### config.mk
export PLATFORM = sky130hd
export DESIGN_NAME = mem_block_mover_flat
export DESIGN_NICKNAME = d
export VERILOG_FILES = /design/src/rtl/mem_block_mover_pkg.sv /design/src/rtl/mem_block_mover_if.sv /design/src/rtl/mem_addr_stepper.sv /design/src/rtl/mem_block_mover.sv /design/src/flat_wrapper.sv
export SDC_FILE = /design/constraint.sdc
export NUM_CORES = 1
export LEC_CHECK = 0
export ABC_AREA = 1
export BUFFER_PORTS_ARGS = -buffer_cell sky130_fd_sc_hd__buf_4
export CAP_MARGIN = 20
export CORE_ASPECT_RATIO = 1.5
export CORE_UTILIZATION = 30
export CTS_BUF_LIST = sky130_fd_sc_hd__clkbuf_8
export CTS_CLUSTER_SIZE = 10
export DETAILED_ROUTE_END_ITERATION = 8
export MAX_ROUTING_LAYER = met4
export SKIP_LAST_GASP = 1
export SLEW_MARGIN = 20
export SYNTH_ARGS = -nofsm -noshare
export SYNTH_HDL_FRONTEND = slang
export SYNTH_SLANG_ARGS = --single-unit
### constraint.sdc
create_clock -name clk -period 9.75 [get_ports clk]
set_input_delay 0.975 -clock clk [delete_from_list [all_inputs] [get_ports clk]]
set_output_delay 0.975 -clock clk [all_outputs]
set_load 0.01 [all_outputs]
### src/rtl/mem_block_mover_pkg.sv
`default_nettype none
// ============================================================================
// Module      : mem_pkg (package)
// Description : Shared defaults and types for the memory block mover:
//               address/data width defaults, the mover FSM state type and
//               the legal read-latency range.
// Revision    : 1.0 - initial release
// ============================================================================
package mem_pkg;

    localparam int ADDR_W_DEF = 16;
    localparam int DATA_W_DEF = 16;

    // Read latency of the attached memory may be 0..RD_LAT_MAX cycles.
    localparam int RD_LAT_MAX = 2;

    // Wide enough to count the wait cycles of the slowest legal memory.
    localparam int WAIT_CNT_W = $clog2(RD_LAT_MAX + 1);

    typedef enum logic [2:0] {
        ST_IDLE  = 3'd0,
        ST_READ  = 3'd1,
        ST_WAIT  = 3'd2,
        ST_WRITE = 3'd3,
        ST_DONE  = 3'd4
    } state_t;

endpackage
`default_nettype wire

### src/rtl/mem_block_mover_if.sv
`default_nettype none
// ============================================================================
// Module      : mem_block_mover_if
// Description : Initiator-to-DataMemory bus.
//               master : drives mem_addr, mem_wdata, mem_write, mem_read;
//                        receives mem_rdata
//               slave  : the memory side (mirror of master)
// Revision    : 1.0 - initial release
// ============================================================================
interface mem_block_mover_if
    import mem_pkg::*;
#(
    parameter int ADDR_W = ADDR_W_DEF,
    parameter int DATA_W = DATA_W_DEF
);

    logic [ADDR_W-1:0] mem_addr;
    logic [DATA_W-1:0] mem_wdata;
    logic              mem_write;
    logic              mem_read;
    logic [DATA_W-1:0] mem_rdata;

    modport master (
        output mem_addr,
        output mem_wdata,
        output mem_write,
        output mem_read,
        input  mem_rdata
    );

    modport slave (
        input  mem_addr,
        input  mem_wdata,
        input  mem_write,
        input  mem_read,
        output mem_rdata
    );

endinterface
`default_nettype wire

### src/rtl/mem_addr_stepper.sv
`default_nettype none
// ============================================================================
// Module      : mem_addr_stepper
// Description : Word pointer that can be loaded or stepped by one in either
//               direction; arithmetic wraps modulo 2^ADDR_W.
//   clk, rst    : clock, synchronous active-high reset (pointer -> 0)
//   i_load      : load i_load_val (has priority over i_step)
//   i_step      : advance pointer by one
//   i_up        : 1 = increment, 0 = decrement
//   i_load_val  : value to load
//   o_ptr       : current pointer
// Revision    : 1.0 - initial release
// ============================================================================
module mem_addr_stepper
    import mem_pkg::*;
#(
    parameter int ADDR_W = ADDR_W_DEF
) (
    input  wire               clk,
    input  wire               rst,
    input  wire               i_load,
    input  wire               i_step,
    input  wire               i_up,
    input  wire  [ADDR_W-1:0] i_load_val,
    output logic [ADDR_W-1:0] o_ptr
);

    logic [ADDR_W-1:0] r_ptr;

    always_ff @(posedge clk) begin
        if (rst) begin
            r_ptr <= '0;
        end else if (i_load) begin
            r_ptr <= i_load_val;
        end else if (i_step) begin
            r_ptr <= i_up ? (r_ptr + ADDR_W'(1)) : (r_ptr - ADDR_W'(1));
        end
    end

    assign o_ptr = r_ptr;

endmodule
`default_nettype wire

### src/rtl/mem_block_mover.sv
`default_nettype none
// ============================================================================
// Module      : mem_block_mover
// Description : Copies LEN words from SRC to DST through a DataMemory port,
//               one read then one write per word, choosing a descending
//               order when the destination overlaps the tail of the source.
//   clk, rst          : clock, synchronous active-high reset
//   start             : request a copy (accepted only when idle)
//   src_addr/dst_addr : first source/destination word address
//   len               : word count
//   busy              : high while a copy is running
//   done              : one-cycle completion pulse
//   cksum             : sum of copied words (only with MEM_BLOCK_MOVER_CKSUM_EN)
//   mem               : memory bus, master side
// Optional feature macro: MEM_BLOCK_MOVER_CKSUM_EN
// Revision    : 1.0 - initial release
// ============================================================================
module mem_block_mover
    import mem_pkg::*;
#(
    parameter int ADDR_W = ADDR_W_DEF,
    parameter int DATA_W = DATA_W_DEF,
    parameter int RD_LAT = 0
) (
    input  wire                clk,
    input  wire                rst,
    input  wire                start,
    input  wire   [ADDR_W-1:0] src_addr,
    input  wire   [ADDR_W-1:0] dst_addr,
    input  wire   [15:0]       len,
    output logic               busy,
    output logic               done,
`ifdef MEM_BLOCK_MOVER_CKSUM_EN
    output logic  [DATA_W-1:0] cksum,
`endif
    mem_block_mover_if.master  mem
);

    localparam int c_EXT_W = ADDR_W + 1;
    localparam logic [WAIT_CNT_W-1:0] c_WAIT_LAST = WAIT_CNT_W'(RD_LAT - 1);

    state_t                r_state;
    logic [15:0]           r_remaining;
    logic [WAIT_CNT_W-1:0] r_wait_cnt;
    logic                  r_desc;

    logic [ADDR_W-1:0]     w_len_a;
    logic [c_EXT_W-1:0]    w_src_end;
    logic                  w_desc;
    logic [ADDR_W-1:0]     w_src_first;
    logic [ADDR_W-1:0]     w_dst_first;
    logic [ADDR_W-1:0]     w_src_ptr;
    logic [ADDR_W-1:0]     w_dst_ptr;
    logic                  w_accept;
    logic                  w_capture;

    // Overlap test is done one bit wider so src+len cannot wrap; a copy whose
    // destination sits inside the source tail must run back-to-front.
    assign w_len_a     = ADDR_W'(len);
    assign w_src_end   = c_EXT_W'(src_addr) + c_EXT_W'(len);
    assign w_desc      = (dst_addr > src_addr) && (c_EXT_W'(dst_addr) < w_src_end);
    assign w_src_first = w_desc ? (src_addr + w_len_a - ADDR_W'(1)) : src_addr;
    assign w_dst_first = w_desc ? (dst_addr + w_len_a - ADDR_W'(1)) : dst_addr;

    assign w_accept  = (r_state == ST_IDLE) && start;
    assign w_capture = (RD_LAT == 0) ? (r_state == ST_READ)
                                     : ((r_state == ST_WAIT) && (r_wait_cnt == c_WAIT_LAST));

    // The source pointer advances as soon as its word is captured, so it is
    // already on the next word when WRITE hands the bus back to READ. The
    // destination pointer advances with each WRITE.
    mem_addr_stepper #(.ADDR_W(ADDR_W)) u_src_ptr (
        .clk        (clk),
        .rst        (rst),
        .i_load     (w_accept),
        .i_step     (w_capture),
        .i_up       (~r_desc),
        .i_load_val (w_src_first),
        .o_ptr      (w_src_ptr)
    );

    mem_addr_stepper #(.ADDR_W(ADDR_W)) u_dst_ptr (
        .clk        (clk),
        .rst        (rst),
        .i_load     (w_accept),
        .i_step     (r_state == ST_WRITE),
        .i_up       (~r_desc),
        .i_load_val (w_dst_first),
        .o_ptr      (w_dst_ptr)
    );

    always_ff @(posedge clk) begin
        if (rst) begin
            r_state       <= ST_IDLE;
            r_remaining   <= '0;
            r_wait_cnt    <= '0;
            r_desc        <= 1'b0;
            busy          <= 1'b0;
            done          <= 1'b0;
            mem.mem_addr  <= '0;
            mem.mem_wdata <= '0;
            mem.mem_write <= 1'b0;
            mem.mem_read  <= 1'b0;
        end else begin
            case (r_state)
                ST_IDLE: begin
                    if (w_accept) begin
                        r_remaining <= len;
                        r_desc      <= w_desc;
                        if (len == 16'd0) begin
                            r_state <= ST_DONE;
                            done    <= 1'b1;
                        end else begin
                            r_state      <= ST_READ;
                            busy         <= 1'b1;
                            mem.mem_read <= 1'b1;
                            mem.mem_addr <= w_src_first;
                        end
                    end
                end
                ST_READ, ST_WAIT: begin
                    mem.mem_read <= 1'b0;
                    if (w_capture) begin
                        mem.mem_wdata <= mem.mem_rdata;
                        mem.mem_write <= 1'b1;
                        mem.mem_addr  <= w_dst_ptr;
                        r_state       <= ST_WRITE;
                    end else if (r_state == ST_READ) begin
                        r_wait_cnt <= '0;
                        r_state    <= ST_WAIT;
                    end else begin
                        r_wait_cnt <= r_wait_cnt + WAIT_CNT_W'(1);
                    end
                end
                ST_WRITE: begin
                    mem.mem_write <= 1'b0;
                    r_remaining   <= r_remaining - 16'd1;
                    if (r_remaining == 16'd1) begin
                        r_state <= ST_DONE;
                        busy    <= 1'b0;
                        done    <= 1'b1;
                    end else begin
                        r_state      <= ST_READ;
                        mem.mem_read <= 1'b1;
                        mem.mem_addr <= w_src_ptr;
                    end
                end
                ST_DONE: begin
                    done    <= 1'b0;
                    r_state <= ST_IDLE;
                end
                default: begin
                    r_state <= ST_IDLE;
                end
            endcase
        end
    end

`ifdef MEM_BLOCK_MOVER_CKSUM_EN
    always_ff @(posedge clk) begin
        if (rst || w_accept) begin
            cksum <= '0;
        end else if (w_capture) begin
            cksum <= cksum + mem.mem_rdata;
        end
    end
`endif

endmodule
`default_nettype wire

### src/flat_wrapper.sv
// flat-port wrapper written by rule: the top's interface ports become plain ports
module mem_block_mover_flat import mem_pkg::*;
#(
    parameter int ADDR_W = ADDR_W_DEF,
    parameter int DATA_W = DATA_W_DEF,
    parameter int RD_LAT = 0
)
  (clk, rst, start, src_addr, dst_addr, len, busy, done, mem_mem_addr, mem_mem_wdata, mem_mem_write, mem_mem_read, mem_mem_rdata);
  mem_block_mover_if #(.ADDR_W(ADDR_W), .DATA_W(DATA_W)) mem_i ();
  input  wire clk;
  input  wire rst;
  input  wire start;
  input  wire   [ADDR_W-1:0] src_addr;
  input  wire   [ADDR_W-1:0] dst_addr;
  input  wire   [15:0] len;
  output logic busy;
  output logic done;
  output wire logic [$bits(mem_i.mem_addr)-1:0] mem_mem_addr;
  output wire logic [$bits(mem_i.mem_wdata)-1:0] mem_mem_wdata;
  output wire logic [$bits(mem_i.mem_write)-1:0] mem_mem_write;
  output wire logic [$bits(mem_i.mem_read)-1:0] mem_mem_read;
  input wire logic [$bits(mem_i.mem_rdata)-1:0] mem_mem_rdata;
  assign mem_mem_addr = mem_i.mem_addr;
  assign mem_mem_wdata = mem_i.mem_wdata;
  assign mem_mem_write = mem_i.mem_write;
  assign mem_mem_read = mem_i.mem_read;
  assign mem_i.mem_rdata = mem_mem_rdata;
  mem_block_mover #(.ADDR_W(ADDR_W), .DATA_W(DATA_W), .RD_LAT(RD_LAT)) u_core (.clk(clk), .rst(rst), .start(start), .src_addr(src_addr), .dst_addr(dst_addr), .len(len), .busy(busy), .done(done), .mem(mem_i));
endmodule
---- After elaboration in Yosys (flattened, before gate mapping) ----
Index checks and enable logic that the tools add are counted.
cells by class
  add/subtract/negate cells ............... 10
  $mul .................................... 0
  div/mod/pow operators ................... 0
  magnitude comparators ................... 2
  equal/unequal tests ..................... 11
  shift operators ......................... 0
  mux-type cells .......................... 32
  bitwise logic cells ..................... 0
  reduce and logical (&&, ||, !) cells .... 20
operators with widths
  kind                   number
  $mux 16                13
  $sub 16x1->16 const B  5
  $pmux 16 s3            1
  $add 16x1->16 const B  2
  $add 16x16->16         2
  $pmux 16 s2            1
  $add 16x16->17         1
  $lt 16x17->1           1
  $eq 16x1->1 const B    1
  $gt 16x16->1           1
  $logic_not 16->1       1
  $mux 3                 4
  $reduce_and 4->1       3
  $ne 2x2->1 const B     5
  $reduce_and 2->1       5
  $pmux 3 s3             1
  $mux 1                 8
  $reduce_bool 2->1      4
  $eq 3x2->1 const B     2
  $pmux 1 s3             2
  $reduce_bool 3->1      2
  $reduce_and 5->1       1
  $pmux 1 s2             2
  $eq 3x1->1 const B     1
  other kinds (5)        6
word-level totals
  register bits ........................... 88
  latch bits .............................. 0
  memory bits (writable) .................. 0
  bits in read-only memories .............. 0
  input bits .............................. 67
  output and inout bits ................... 36
  logic and storage cells ................. 86
  memories ................................ 0

---- Longest topological paths before layout ----
Gate-level depths: netlist of run 1.
  depth in word-level cells ............... 7
  gate-level depth with buffers ........... 22
  mapped depth without buffers ............ 21

---- Modules after synthesis ----
A second synthesis of run 1 with hierarchy kept.
unflattened totals
  cell total of the unflattened synthesis .. 1611
  area total of the unflattened synthesis .. 10298.6 sq um
by module, submodules not included
  module                                times used  cells each  area each (sq um)  sequential area each (sq um)
  mem_block_mover                       1           1094        7090.6             1121.1
  mem_addr_stepper at u_core.u_dst_ptr  1           258         1625.3             320.3
  mem_addr_stepper at u_core.u_src_ptr  1           259         1582.8             320.3

---- Worst setup path after synthesis of run 1 ----
Ideal clock, no wire load.
  kind .................................... input-to-reg
  start ................................... input src_addr[2]
  end ..................................... register u_core.u_src_ptr.r_ptr[5], in the netlist u_core.u_src_ptr.o_ptr[5]
  setup time .............................. 132 ps
  arrival time ............................ 3709 ps
  required time ........................... 9618 ps
  setup slack ............................. 5908 ps
  stages .................................. 21
  path buffers ............................ 1
  cell sequence ........................... inv_1 > ha_1 > a21oi_1 > o21ai_0 > a21oi_1 > o21ai_0 > a21boi_0 > o21ai_0 > xor2_1 > ha_1 > nand2_1 > nor2_1 > a211oi_1 > nand2_1 > nand2_2 > nand2_4 > inv_4 > buf_6 > nand2_1 > nand3_1 > a21oi_1
between the ends
  word-level cells in the longest chain between the ends .. 5
  elaborated cells on any way between the ends .. 8
  those cells by class .................... add/sub (3); order compare (2); mux (2); reduce/logical (1)
ends and longest elaborated chain
  element                 RTL line                source
  start: declaration      flat_wrapper.sv:13      input wire [ADDR_W-1:0] src_addr;
  $add 16x16->17          mem_block_mover.sv:60   assign w_src_end = c_EXT_W'(src_addr) + c_EXT_W'(len);
  $lt 16x17->1            mem_block_mover.sv:61   assign w_desc = (dst_addr > src_addr) && (c_EXT_W'(dst_addr) < w_src_end);
  $logic_and 1x1->1       mem_block_mover.sv:61
  $mux 16 *               mem_block_mover.sv:62   assign w_src_first = w_desc ? (src_addr + w_len_a - ADDR_W'(1)) : src_addr;
  $mux 16 *               mem_addr_stepper.sv:33  end else if (i_load) begin
  end signal: assignment  mem_addr_stepper.sv:34  r_ptr <= i_load_val;
  end signal: assignment  mem_addr_stepper.sv:36  r_ptr <= i_up ? (r_ptr + ADDR_W'(1)) : (r_ptr - ADDR_W'(1));
  end: declaration        mem_addr_stepper.sv:28  logic [ADDR_W-1:0] r_ptr;
Mark *: on every way between the ends. The rest lies on a longest branch, timed or not.
A chain may end at the register's enable or synchronous reset.

---- Worst setup path after layout of run 1 ----
  start ................................... input src_addr[2]
  end ..................................... register u_core.mem.mem_addr[13]
between the ends
  word-level cells in the longest chain between the ends .. 7
  elaborated cells on any way between the ends .. 10
  those cells by class .................... add/sub (3); order compare (2); mux (4); reduce/logical (1)
ends and longest elaborated chain
  element                 RTL line                  source
  $add 16x16->17          mem_block_mover.sv:60
  $lt 16x17->1            mem_block_mover.sv:61
  $logic_and 1x1->1       mem_block_mover.sv:61
  $mux 16 *               mem_block_mover.sv:62
  $mux 16 *               mem_block_mover.sv:110    if (len == 16'd0) begin
  $mux 16 *               mem_block_mover.sv:107    if (w_accept) begin
  $pmux 16 s3 *           mem_block_mover.sv:105    case (r_state)
  end signal: assignment  mem_block_mover.sv:117    mem.mem_addr <= w_src_first;
  end signal: assignment  mem_block_mover.sv:126    mem.mem_addr <= w_dst_ptr;
  end signal: assignment  mem_block_mover.sv:145    mem.mem_addr <= w_src_ptr;
  end: declaration        mem_block_mover_if.sv:24  output mem_addr,
Mark *: on every way between the ends. The rest lies on a longest branch, timed or not. The select of a mux whose other input is x is not followed.

==> results of run 1 <==
[per-layer routing]
layer  wire [um]  global-route usage (%)  vias up
met5           0                       -        -
met1       14200                    24.2     4637
met4        1780                    11.6        0
met2       16900                    37.1      253
met3        1030                    1.83       66
li1            -                       -     5170
[layout make-up]
cell class	count	area (um^2)
Sequential cell	88	1760
Timing Repair Buffer	107	803
Inverter	259	975
Fill cell	3539	20700
Antenna cell	1	2.50
Clock inverter	6	133
Multi-Input combinational cell	1152	6710
Tap cell	410	513
Clock buffer	9	124
[power breakdown]
group | total [mW] | internal, mW | switching, mW
Combinational | 0.751 | 0.272 | 0.479
Sequential | 0.446 | 0.408 | 0.0379
Clock | 0.341 | 0.194 | 0.147
Total | 1.54 | 0.874 | 0.664
[tightest hold or removal path, delay by kind of cell, from the launching register on]
| family | cells | cell delay (ns) |
|---|---|---|
| buffers and inverters | 1 | 0.05 |
| DFF | 1 | 0.32 |
| AOI/OAI and AO/OA | 1 | 0.05 |
[sequential cells by signal, indices dropped and copies added (netlist names), 3 cells and up]
signal                  count
u_core.mem.mem_addr        16
u_core.mem.mem_wdata       16
u_core.r_remaining         16
u_core.r_state              3
u_core.u_dst_ptr.o_ptr     16
u_core.u_src_ptr.o_ptr     16
[synth_stat cells, types with 3 or more instances]
library cell  instances  area (um^2)
a21o_1                7         52.6
a21oi_1             167          836
a31oi_1               6         37.5
a32o_1                3         30.0
buf_1                 4         15.0
buf_2                15         75.1
buf_6                 4         45.0
clkbuf_1             17         63.8
dfxtp_1              88         1760
fa_1                  5          100
ha_1                135         1690
inv_1               254          953
inv_2                 4         15.0
nand2_1             360         1350
nand2_2               5         31.3
nand3_1             131          656
nand3b_1              9         67.6
nand4_1              21          131
nor2_1              110          413
nor2_2                3         18.8
nor3_1               11         55.1
nor3_2                3         30.0
nor4_1                4         25.0
o211ai_1              6         45.0
o21ai_0              71          355
o21bai_1              6         45.0
o22ai_1              12         75.1
o31ai_1               3         22.5
or2_2                 8         50.1
xnor2_1              14          123
xor2_1               38          333
[worst max-delay path by stage]
stage	start	endpoint	slack (ns)	cells past startpoint
global route	len[2]	u_core.mem.mem_addr[13]	4.90	22
floorplan	src_addr[2]	u_core.u_src_ptr.o_ptr[5]	5.91	21
finish	src_addr[2]	u_core.mem.mem_addr[13]	5.29	22
detailed placement	src_addr[2]	u_core.u_src_ptr.o_ptr[2]	4.92	21
CTS	src_addr[2]	u_core.mem.mem_addr[13]	5.35	22
global placement	src_addr[2]	u_core.u_src_ptr.o_ptr[13]	4.96	22
[metrics by stage]
| step | power, mW | hold slack, ns | area (um^2) |
|---|---|---|---|
| after global placement | 1.20 | 0.439 | 10800 |
| after detailed placement | 1.20 | 0.445 | 10800 |
| after floorplan | 0.975 | 0.453 | 9660 |
| final | 1.54 | 0.453 | 11000 |
| after global routing | 1.66 | 0.480 | 11000 |
| after CTS | 1.55 | 0.460 | 11000 |
[kinds of logic (layout without fill, tap and decap cells)]
| family | Yosys count | count (layout) |
|---|---|---|
| AOI/OAI and AO/OA | 290 | 290 |
| buffers and inverters | 301 | 381 |
| xor gates and xnor gates | 52 | 52 |
| and+or+nand+nor | 670 | 670 |
| DFF | 88 | 88 |
| adders and majority gates | 140 | 140 |
| other | 0 | 1 |
==> results.sh, run 1 <==
export IMPL_hold_violations=0
export IMPL_antenna_found_initial=1
export IMPL_timing_rr_start="u_core.r_state[0]"
export IMPL_first_iter_violations=655
export IMPL_synth_top_family_by_area="simple AND/OR/NAND/NOR gates"
export IMPL_synth_mux_area_share_pct=0
export IMPL_synth_compound_area_share_pct=16.3
export IMPL_slew_headroom_pct=38.6
export IMPL_stdcell_count=2032
export IMPL_htree_levels=3
export IMPL_rsz0062_at_grt="no"
export IMPL_yosys_warnings=0
export IMPL_cts_sinks=88
export IMPL_dp_slack_ns=4.92
export IMPL_grt_ovfl_total=0
export IMPL_drc=0
export IMPL_cts_root_buffer="clkbuf_8"
export IMPL_cts_setup_buffers=0
export IMPL_hold_path_depth=2
export IMPL_grt_max_degree=57
export IMPL_grt_pass1_wl_um=52500
export IMPL_synth_simple_area_share_pct=29.9
export IMPL_synth_adder_area_share_pct=18.5
export IMPL_cts_buffers=9
export IMPL_r2r_end="u_core.u_dst_ptr.o_ptr[2]"
export IMPL_cp_data_required_time_ns=10.08
export IMPL_num_vias=10100
export IMPL_rrSetupSlack_ns=5.96
export IMPL_worstMarginPinSlew_ns=0.919
export IMPL_final_cell_mix="360 x nand2_1, 254 x inv_1, 167 x a21oi_1"
export IMPL_clk_pin_slew_worst_paths_ns=0.09
export IMPL_drt_antenna_violating_nets=0
export IMPL_layout_commonest_cell="nand2_1"
export IMPL_ff2ff_path_depth=11
export IMPL_fmax_mhz=224
export IMPL_vdd_drop_max_v=0.0000524
export IMPL_cts_resized=0
export IMPL_num_rows=80
export IMPL_fin_util_pct=34.7
export IMPL_synth_xor_area_share_pct=4.72
export IMPL_synthesis_nets=1748
export IMPL_synth_seq_cells=88
export IMPL_finalWorstSetupSlack_ns=5.29
export IMPL_ios=103
export IMPL_area_growth_pct=14.1
export IMPL_syn_inst=1541
export IMPL_tns_ns=0
export IMPL_dieArea_um2=32900
export IMPL_worstHoldStart="u_core.mem.mem_read"
export IMPL_avgSynthCellArea_um2=6.27
export IMPL_ys_seq_area_share_pct=18.2
export IMPL_cp_data_arrival_time_ns=4.79
export IMPL_cts_tree="yes"
export IMPL_grt_pass1_vias=9604
export IMPL_p_per_area_nw_per_um2=140
export IMPL_worstSkewPairLatency_ns=0.40
export IMPL_drt_first_pass_iters=5
export IMPL_period_needed_ns=4.46
export IMPL_drt_total_wl_um=33900
export IMPL_critPathSlowestCell="ha_1"
export IMPL_netlist_area_um2=9660
export IMPL_dp_hpwl_um=27800
export IMPL_outcome="completed"
export IMPL_grt_use_total_pct=21.5
export IMPL_drive_gt1_share_pct=9.38
export IMPL_viasPerCell=4.98
export IMPL_cts_hold_buf=0
export IMPL_cp_top_family="compound AO/OA/AOI/OAI gates"
export IMPL_slew_violations=0
export IMPL_fin_crit_sh_pct=45.7
export IMPL_die_x_um=148
export IMPL_end_kind="flop"
export IMPL_max_clock_path_buffers=2
export IMPL_crit_fanout=33
export IMPL_critical_path_class="primary input to flop"
export IMPL_die_h_um=222
export IMPL_synth_ff_type="dfxtp_1"
export IMPL_setup_viol=0
export IMPL_crit_chain="buf_4 -> inv_1 -> ha_1 -> a21oi_1 -> o21ai_0 -> a21oi_1 -> o21ai_0 -> a21boi_0 -> o21ai_0 -> xor2_1 -> ha_1 -> nand2_1 -> nor2_1 -> a211oi_1 -> nand2_1 -> nand2_2 -> nand2_4 -> inv_4 -> nand2_1 -> nand2_1 -> nand2_1 -> a21oi_1"
export IMPL_wire_per_inst_um=16.7
export IMPL_hp_class="flop to flop"
export IMPL_start_kind="primary input"
export IMPL_nets=1824
export IMPL_cp_common_cell="nand2_1"
export IMPL_hold_end="u_core.mem.mem_read"
export IMPL_finClkSkew_ns=0.0124
export IMPL_worst_path_buf_inv=3
export IMPL_ys_types=44
export IMPL_p_leak_nw=5.65
export IMPL_async_flop_share_pct=0
export IMPL_gp_congestion=0.937
export IMPL_cap_violations=0
export IMPL_core_area_um2=31700
export IMPL_start_util_pct=30.4
export IMPL_portBuffers=102
export IMPL_slowest_delay_ns=0.41
export IMPL_place_inst=2016
export IMPL_synth_edff_count=0
No activity file was read; power rests on OpenSTA's default activity.
==> run 2: changes to the inputs <==
==> constraint.sdc (replaced) <==
create_clock -name clk -period 3.8 [get_ports clk]
set_input_delay 0.38 -clock clk [delete_from_list [all_inputs] [get_ports clk]]
set_output_delay 0.38 -clock clk [all_outputs]
set_load 0.01 [all_outputs]
==> run 2 against run 1 <==
- sequential share of layout area decreased by 0.32 points
- sequential power increased to 2.6 times the previous value
- clock skew increased by 0.0087 ns
- clock power increased by 130%
- critical path depth increased by 1
- critical path type unchanged
==> results.sh, run 2 (same netlist as run 1, synthesis figures left out) <==
export IMPL_slew_violations=0
export IMPL_cts_setup_buffers=0
export IMPL_critical_path_startpoint="src_addr[0]"
export IMPL_antenna_cells=0
export IMPL_viasPerCell=4.97
export IMPL_tns_ns=0
export IMPL_portBuffers=102
export IMPL_cts_resized=0
export IMPL_die_h_um=222
export IMPL_fin_util_pct=35.4
export IMPL_clk_pin_slew_worst_paths_ns=0.10
export IMPL_cts_hold_buf=0
export IMPL_p_leak_nw=5.80
export IMPL_gp_congestion=0.918
export IMPL_htree_levels=3
export IMPL_drt_total_wl_um=34200
export IMPL_vdd_drop_max_v=0.000197
export IMPL_cp_data_arrival_time_ns=3.69
export IMPL_r2r_end="u_core.u_src_ptr.o_ptr[7]"
export IMPL_outcome="completed"
export IMPL_setup_viol=0
export IMPL_cts_buffers=9
export IMPL_critical_path_class="primary input to flop"
export IMPL_grt_pass1_wl_um=53100
export IMPL_dp_slack_ns=0.0671
export IMPL_cts_tree="yes"
export IMPL_fmax_mhz=300
export IMPL_period_needed_ns=3.33
export IMPL_drt_first_pass_iters=5
export IMPL_cp_endpoint="u_core.u_dst_ptr.o_ptr[13]"
export IMPL_hp_class="primary input to flop"
export IMPL_end_kind="flop"
export IMPL_final_fill_count=3476
export IMPL_area_growth_pct=16.4
export IMPL_grt_use_total_pct=21.7
export IMPL_fin_crit_sh_pct=87.6
export IMPL_nets=1853
export IMPL_grt_pass1_vias=9982
export IMPL_worstSkewPairLatency_ns=0.41
export IMPL_cap_violations=0
export IMPL_dieArea_um2=32900
export IMPL_grt_ovfl_total=0
export IMPL_worstMarginPinSlew_ns=0.934
export IMPL_ff2ff_path_depth=12
export IMPL_final_cell_mix="360 x nand2_1, 255 x inv_1, 167 x a21oi_1"
export IMPL_finalWorstSetupSlack_ns=0.472
export IMPL_drc=0
export IMPL_place_inst=2045
export IMPL_rrSetupSlack_ns=0.87
export IMPL_finClkSkew_ns=0.0211
export IMPL_hold_violations=0
export IMPL_max_clock_path_buffers=2
export IMPL_timing_rr_start="u_core.r_state[1]"
export IMPL_cp_data_required_time_ns=4.16
export IMPL_layout_commonest_cell="nand2_1"
export IMPL_rsz0062_at_grt="no"
export IMPL_die_x_um=148
export IMPL_first_iter_violations=624
export IMPL_core_area_um2=31700
export IMPL_fin_hold_ws_ns=0.210
export IMPL_num_rows=80
export IMPL_antenna_found_initial=0
export IMPL_grt_max_degree=56
export IMPL_drive_gt1_share_pct=11.0
export IMPL_ios=103
export IMPL_num_vias=10200
export IMPL_start_kind="primary input"
export IMPL_dp_hpwl_um=28000
export IMPL_p_per_area_nw_per_um2=349
export IMPL_wire_per_inst_um=16.6
export IMPL_slew_headroom_pct=37.5
export IMPL_crit_fanout=15
export IMPL_stdcell_count=2061
export IMPL_cts_root_buffer="clkbuf_8"
export IMPL_start_util_pct=30.4
export IMPL_drt_antenna_violating_nets=0
export IMPL_cts_sinks=88
run 2: area by class of cell:
cell class | instances | area (um^2) | area share [%]
flip-flops and latches | 88 | 1760 | 15.7
clock buffers | 10 | 138 | 1.22
inverters | 259 | 975 | 8.67
clock inverters | 6 | 91.3 | 0.812
multi-input cells | 1152 | 6710 | 59.6
well taps | 410 | 513 | 4.56
repair buffers | 136 | 1060 | 9.41
run 2: stage by stage:
| stage | total power, mW | area (um^2) |
|---|---|---|
| 2_1_floorplan | 2.50 | 9660 |
| 3_5_place_dp | 3.15 | 11000 |
| 4_1_cts | 3.95 | 11200 |
| 6_report | 3.92 | 11200 |
| 3_3_place_gp | 3.14 | 11000 |
| 5_1_grt | 4.25 | 11200 |
run 2: how the worst min path moves through the flow:
stage	end	from	depth (start not counted)
2_1_floorplan	u_core.r_remaining[1]	u_core.r_remaining[1]	2
3_3_place_gp	u_core.done	u_core.done	2
3_5_place_dp	u_core.done	u_core.done	2
4_1_cts	u_core.mem.mem_wdata[12]	mem_mem_rdata[12]	3
5_1_grt	u_core.mem.mem_wdata[12]	mem_mem_rdata[12]	3
6_report	u_core.mem.mem_wdata[12]	mem_mem_rdata[12]	3
run 2: worst max-delay path, cell delays in order:
cell,delay [ns]
buf_4,0.14
ha_1,0.24
fa_1,0.44
nand3_1,0.09
nand2_1,0.11
nand2_1,0.11
nand2_2,0.07
nand4_1,0.08
nand3_1,0.14
a21oi_1,0.19
xor2_1,0.18
ha_1,0.26
a21o_1,0.17
a21oi_1,0.15
nor2_2,0.09
nor2_8,0.14
nand2_4,0.11
inv_4,0.18
buf_4,0.14
nand2_1,0.04
nand3_1,0.08
nand3b_1,0.09
inv_1,0.05
run 2: power breakdown:
| part | internal [mW] | leakage (nW) | switching (mW) |
|---|---|---|---|
| registers | 1.05 | 0.724 | 0.103 |
| logic | 0.750 | 4.96 | 1.24 |
| clock network | 0.393 | 0.116 | 0.394 |
run 2: per-layer routing:
| layer | global-route usage (%) | wire [um] |
|---|---|---|
| met5 | - | 0 |
| met2 | 37.5 | 17000 |
| met3 | 1.73 | 1220 |
| met4 | 13.9 | 2150 |
| met1 | 23.7 | 13800 |
